**src/rtl/jtag_dr_pkg.sv**
```systemverilog
// DR geometry helpers: total width and capture-word status bit positions.
package jtag_dr_pkg;

  function automatic int dr_width(input int addr_w, input int data_w);
    return addr_w + data_w;
  endfunction

  // Capture word: DR[DATA_W-1:0] = tx word (or 0), then rx_full, then tx_full.
  function automatic int st_rx_full(input int data_w);
    return data_w;
  endfunction

  function automatic int st_tx_full(input int data_w);
    return data_w + 1;
  endfunction

endpackage

```
**src/rtl/jtag_dr_sync.sv**
```systemverilog
// TAP signal synchroniser with a registered rising-edge pulse; rise appears STAGES+1 clk after the pin.
module jtag_dr_sync #(
  parameter int STAGES = 2
) (
  input  logic clk,
  input  logic rst,
  input  logic d,
  output logic rise
);

  logic [STAGES-1:0] chain;
  logic              hist;

  always_ff @(posedge clk) begin
    if (rst) begin
      chain <= '0;
      hist  <= 1'b0;
      rise  <= 1'b0;
    end else begin
      chain <= {chain[STAGES-2:0], d};
      hist  <= chain[STAGES-1];
      rise  <= chain[STAGES-1] & ~hist;
    end
  end

endmodule

```
**src/rtl/jtag_dr_engine.sv**
```systemverilog
// Oversampled JTAG DR engine with rx/tx holding registers; update pin -> rx_valid_o in SYNC_STAGES+2 clk.
// JTAG_DR_OVERRUN_CNT_EN adds overrun_cnt_o, a saturating count of dropped updates.
module jtag_dr_engine
  import jtag_dr_pkg::*;
#(
  parameter int DATA_W      = 8,
  parameter int ADDR_W      = 3,
  parameter int SYNC_STAGES = 2
) (
  input  logic              clk_i,
  input  logic              rst_i,
  input  logic              jtag_tck_i,
  input  logic              jtag_tdi_i,
  output logic              jtag_tdo_o,
  input  logic              jtag_capture_i,
  input  logic              jtag_shift_i,
  input  logic              jtag_update_i,
  input  logic              jtag_reset_i,
  output logic [DATA_W-1:0] rx_data_o,
  output logic [ADDR_W-1:0] rx_addr_o,
  output logic              rx_valid_o,
  input  logic              rx_ready_i,
  input  logic [DATA_W-1:0] tx_data_i,
  input  logic              tx_valid_i,
  output logic              tx_ready_o,
  output logic              overrun_o
`ifdef JTAG_DR_OVERRUN_CNT_EN
  , output logic [7:0]      overrun_cnt_o
`endif
);

  localparam int W   = dr_width(ADDR_W, DATA_W);
  localparam int RXF = st_rx_full(DATA_W);
  localparam int TXF = st_tx_full(DATA_W);

  logic                           tck_rise, upd_rise;
  logic [SYNC_STAGES:0][3:0]      lvl;
  logic                           s_tdi, s_cap, s_shift, s_reset;
  logic [W-1:0]                   sr, cap_word;
  logic [DATA_W-1:0]              tx_hold;
  logic                           tx_full;
  logic                           cap_fire, tx_push, rx_load, rx_drop;

  jtag_dr_sync #(.STAGES(SYNC_STAGES)) u_sync_tck (
    .clk (clk_i), .rst (rst_i), .d (jtag_tck_i), .rise (tck_rise)
  );

  jtag_dr_sync #(.STAGES(SYNC_STAGES)) u_sync_upd (
    .clk (clk_i), .rst (rst_i), .d (jtag_update_i), .rise (upd_rise)
  );

  // One stage deeper than the bare synchroniser so levels line up with the registered rise pulses.
  always_ff @(posedge clk_i) begin
    if (rst_i) begin
      lvl <= '0;
    end else begin
      lvl <= {lvl[SYNC_STAGES-1:0], {jtag_tdi_i, jtag_capture_i, jtag_shift_i, jtag_reset_i}};
    end
  end

  assign {s_tdi, s_cap, s_shift, s_reset} = lvl[SYNC_STAGES];

  always_comb begin
    cap_word      = '0;
    cap_word[RXF] = rx_valid_o;
    cap_word[TXF] = tx_full;
    if (tx_full) begin
      cap_word[DATA_W-1:0] = tx_hold;
    end
  end

  assign cap_fire   = tck_rise & s_cap & ~s_reset;
  assign tx_push    = tx_valid_i & ~tx_full;
  assign rx_load    = upd_rise & (~rx_valid_o | rx_ready_i);
  assign rx_drop    = upd_rise & ~rx_load;
  assign tx_ready_o = ~tx_full;
  assign jtag_tdo_o = sr[0];

  always_ff @(posedge clk_i) begin
    if (rst_i) begin
      sr         <= '0;
      tx_hold    <= '0;
      tx_full    <= 1'b0;
      rx_data_o  <= '0;
      rx_addr_o  <= '0;
      rx_valid_o <= 1'b0;
      overrun_o  <= 1'b0;
    end else begin
      if (s_reset) begin
        sr <= '0;
      end else if (cap_fire) begin
        sr <= cap_word;
      end else if (tck_rise && s_shift) begin
        sr <= {s_tdi, sr[W-1:1]};
      end

      // A push landing with capture still loads; the capture already saw the old contents.
      if (tx_push) begin
        tx_hold <= tx_data_i;
        tx_full <= 1'b1;
      end else if (cap_fire) begin
        tx_full <= 1'b0;
      end

      if (rx_load) begin
        {rx_addr_o, rx_data_o} <= sr;
        rx_valid_o             <= 1'b1;
      end else if (rx_valid_o && rx_ready_i) begin
        rx_valid_o <= 1'b0;
      end

      if (s_reset) begin
        overrun_o <= 1'b0;
      end else if (rx_drop) begin
        overrun_o <= 1'b1;
      end
    end
  end

`ifdef JTAG_DR_OVERRUN_CNT_EN
  always_ff @(posedge clk_i) begin
    if (rst_i || s_reset) begin
      overrun_cnt_o <= 8'd0;
    end else if (rx_drop && overrun_cnt_o != 8'hFF) begin
      overrun_cnt_o <= overrun_cnt_o + 8'd1;
    end
  end
`endif

endmodule

```
**config.mk**
```make
export PLATFORM = sky130hd
export DESIGN_NAME = jtag_dr_engine
export DESIGN_NICKNAME = d
export VERILOG_FILES = /design/src/rtl/jtag_dr_pkg.sv /design/src/rtl/jtag_dr_sync.sv /design/src/rtl/jtag_dr_engine.sv
export SDC_FILE = /design/constraint.sdc
export NUM_CORES = 1
export LEC_CHECK = 0
export ABC_AREA = 1
export CAP_MARGIN = 5
export CORE_MARGIN = 2
export CORE_UTILIZATION = 46
export CTS_CLUSTER_SIZE = 40
export DETAILED_ROUTE_END_ITERATION = 8
export GPL_ROUTABILITY_DRIVEN = 0
export PLACE_DENSITY = 0.73
export REMOVE_ABC_BUFFERS = 1
export SLEW_MARGIN = 20
export SYNTH_ARGS = -nofsm -noshare
export SYNTH_HDL_FRONTEND = slang
export SYNTH_HIERARCHICAL = 1
export SYNTH_SLANG_ARGS = --single-unit
```
**constraint.sdc**
```tcl
create_clock -name clk_i -period 1.1 [get_ports clk_i]
set_clock_uncertainty 0.1 [all_clocks]
set_input_delay 0.22 -clock clk_i [delete_from_list [all_inputs] [get_ports clk_i]]
set_output_delay 0.22 -clock clk_i [all_outputs]
set_load 0.05 [all_outputs]
```
==> metrics <==
Hold WC Path Type=reg -> reg; pins over their slew limit=0; Switching Fraction=0.234; WS Path Type=reg -> out; Post-Syn Area=between 1500 and 2000 um^2; Tcrit/Tclk final=1.11; GRT met1 Usage=0.195; Arrival @ worst endpoint=around 0.90 ns; RSZ-0062 raised after global routing=true; # fillers=287; overall power=3.85 mW; initial antenna violation count=0; vias=approximately 1800; Peak VDD IR=0.924 mV; synth unique cells=19; Cell Area, Placed=2570 um^2; GRT Resource Usage Total=0.168; remaining antenna violation count=0; grt met2 use=0.287; final wirelength=4860 um; vias per cell=between 4 and 5; FF+latch area=1090 um^2; worst reg2reg setup slack=-0.10 ns; global routing's busiest layer=met2; Final HPWL DP=~2400 um; die area=4820 um^2; register area share after synthesis=0.538; Max-Cap Viols=0; # H-tree levels=2; number of DRC markers in iteration 0=67; NetSw=901 uW; Worst Setup End Kind=primary output; dpl ws=-0.339 ns; GR Overflow Total=0; Hold Slack=0.283 ns; drt wl/cell=13.0 um; Comb power frac=0.116; Clk network pwr share=0.356; YS warnings=6; Hold Path Origin=u_sync_tck/hist; Hold Path Sink=u_sync_tck/rise; IO Pins=33; Req. time, crit path=0.78 ns; Rel. slew slack=0.838; Inserted Clock Buffers=5; Final Instance Area=3040 um^2; Remaining DRCs=0; antenna cells=0; FF+latch count, synth=53; clock tree root buffer cell=clkbuf_8; Die Y=69.5 um; first-pass GRT wire length=6570 um; Hold Path Cell Cnt=1; Synth Instances=around 270; met3 usage=0.0392; Setup WS post-layout=-0.118 ns; initial core utilization=0.486; Leakage Power=around 1.5 nW; Worst Max-Slew Pin Slew=0.242 ns; Min Clock Period, post-route=1.22 ns; Power Dens Cells=1260 nW/um^2; largest net degree at the start of global routing=17; worst r2r src=u_sync_tck/rise; Worst R2R End=sr[6]; final net count=between 300 and 400; Clock Path Buffers=2; I/O Buffers=32; Final Hold Vio Count=0; layout cells sized above 1=0.349; area grow syn2layout=54.3%; Site Rows=23; failing checks=setup timing; Power Internal=just under 3 mW; CTS tree=done; fmax=0.821 GHz; Avg Synthesized Cell Area=7.38 um^2; footprint of the multi-input gates=~880 um^2; final setup vio count=29; outcome=finished, violations left; clk_lat worst skew=0.31 ns; Clock Pin Slew Worst Setup and Hold Paths=0.10 ns; die width=69.5 um; crit start category=flop; Reg power frac=0.528; final core utilization=0.750; First-pass DRT Iterations=4; core area=roughly 4100 um^2; number of global-route vias before repair=between 1500 and 2000; critical path peak fanout=2; Reg2Reg Depth=6; number of clock sinks=53
cell type report:
cell class | instances | area share
Clock buffer | 6 | 0.0271
Clock inverter | 2 | 0.0123
Inverter | 48 | 0.0625
Multi-Input combinational cell | 159 | 0.289
Sequential cell | 53 | 0.360
Tap cell | 50 | 0.0206
Timing Repair Buffer | 56 | 0.229
synth_stat cells:
cell type,instances,area share
buf_2,4,0.010
nor2_1,60,0.11
a21oi_1,3,0.0076
nand3_1,26,0.066
nor2_2,2,0.0063
nand2_2,3,0.0095
o21ai_0,20,0.051
nand2_1,39,0.074
clkinv_1,1,0.0019
inv_2,5,0.0095
inv_1,42,0.080
o21a_1,1,0.0038
nor2_4,1,0.0057
buf_6,1,0.0057
clkbuf_1,3,0.0057
dfxtp_1,53,0.54
buf_1,1,0.0019
nand4_1,1,0.0032
nand3_2,1,0.0051
worst max-delay path by stage:
stage	start	to
floorplan	rx_valid_o	rx_data_o[0]
global placement	rx_ready_i	rx_data_o[2]
detailed placement	rx_ready_i	rx_data_o[2]
CTS	rx_valid_o	rx_valid_o
global route	u_sync_tck/rise	sr[8]
finish	rx_valid_o	rx_valid_o
metrics by stage:
step | setup TNS, ns | std cells
2_1_floorplan | -7.05 | 258
3_3_place_gp | -12.86 | 354
3_5_place_dp | -13.01 | 354
4_1_cts | -0.516 | 369
5_1_grt | -2.65 | 374
6_report | -0.995 | 374
flip-flops by register name (all words and copies together) (netlist names), 2 cells and up:
name and cells:
lvl 12, sr 11, rx_data_o 8, tx_hold 8, rx_addr_o 3, u_sync_tck/chain 2, u_sync_upd/chain 2
worst max-delay path, cell delays in order (launching register included):
cell and delay [ns]:
dfxtp_2 0.34, buf_6 0.12, buf_12 0.14
power by group through the flow:
stage | Clock, mW | Combinational, mW | Sequential, mW
global placement | 0 | 0.391 | 2.07
detailed placement | 0 | 0.398 | 2.07
floorplan | 0 | 0.137 | 2.12
finish | 1.37 | 0.445 | 2.03
CTS | 1.38 | 0.422 | 2.03
global route | 1.46 | 0.484 | 2.04
repair_timing:
action / in CTS / in global routing
cloned: 1 / 2
pin swaps: 2 / 23
setup endpoints to repair: 34 / 39
hold buffers: 0 / 0
hold endpoints to repair: 0 / 0
resized for setup: 41 / 49
setup buffers: 6 / 4
cell families after synthesis:
family,share of synthesized area
flip-flops,0.538
AND/OR/NAND/NOR,0.284
AO/OA/AOI/OAI,0.0622
buffers and inverters,0.115
layout by cell type (no fill, tap or decap), types with 2 or more instances in the layout:
cell,instances
dfxtp_1,35
o21ai_1,8
nand3_2,16
clkbuf_8,6
dfxtp_2,14
o21ai_2,2
buf_6,9
inv_2,4
buf_4,14
nand3_4,3
nand2_1,33
nand2_2,6
nor2_2,5
inv_1,41
nor2_4,4
nor2_1,55
nand3_1,9
o21ai_0,10
nand2_4,3
inv_4,2
dfxtp_4,4
a21oi_2,2
clkdlybuf4s50_1,16
buf_12,16
per-layer routing:
metal | part of all wire | vias to the layer above
li1 | - | 917
met1 | 0.39 | 830
met2 | 0.51 | 71
met3 | 0.056 | 20
met4 | 0.045 | 0
met5 | 0 | -
Power figures use the tool's default switching activity.
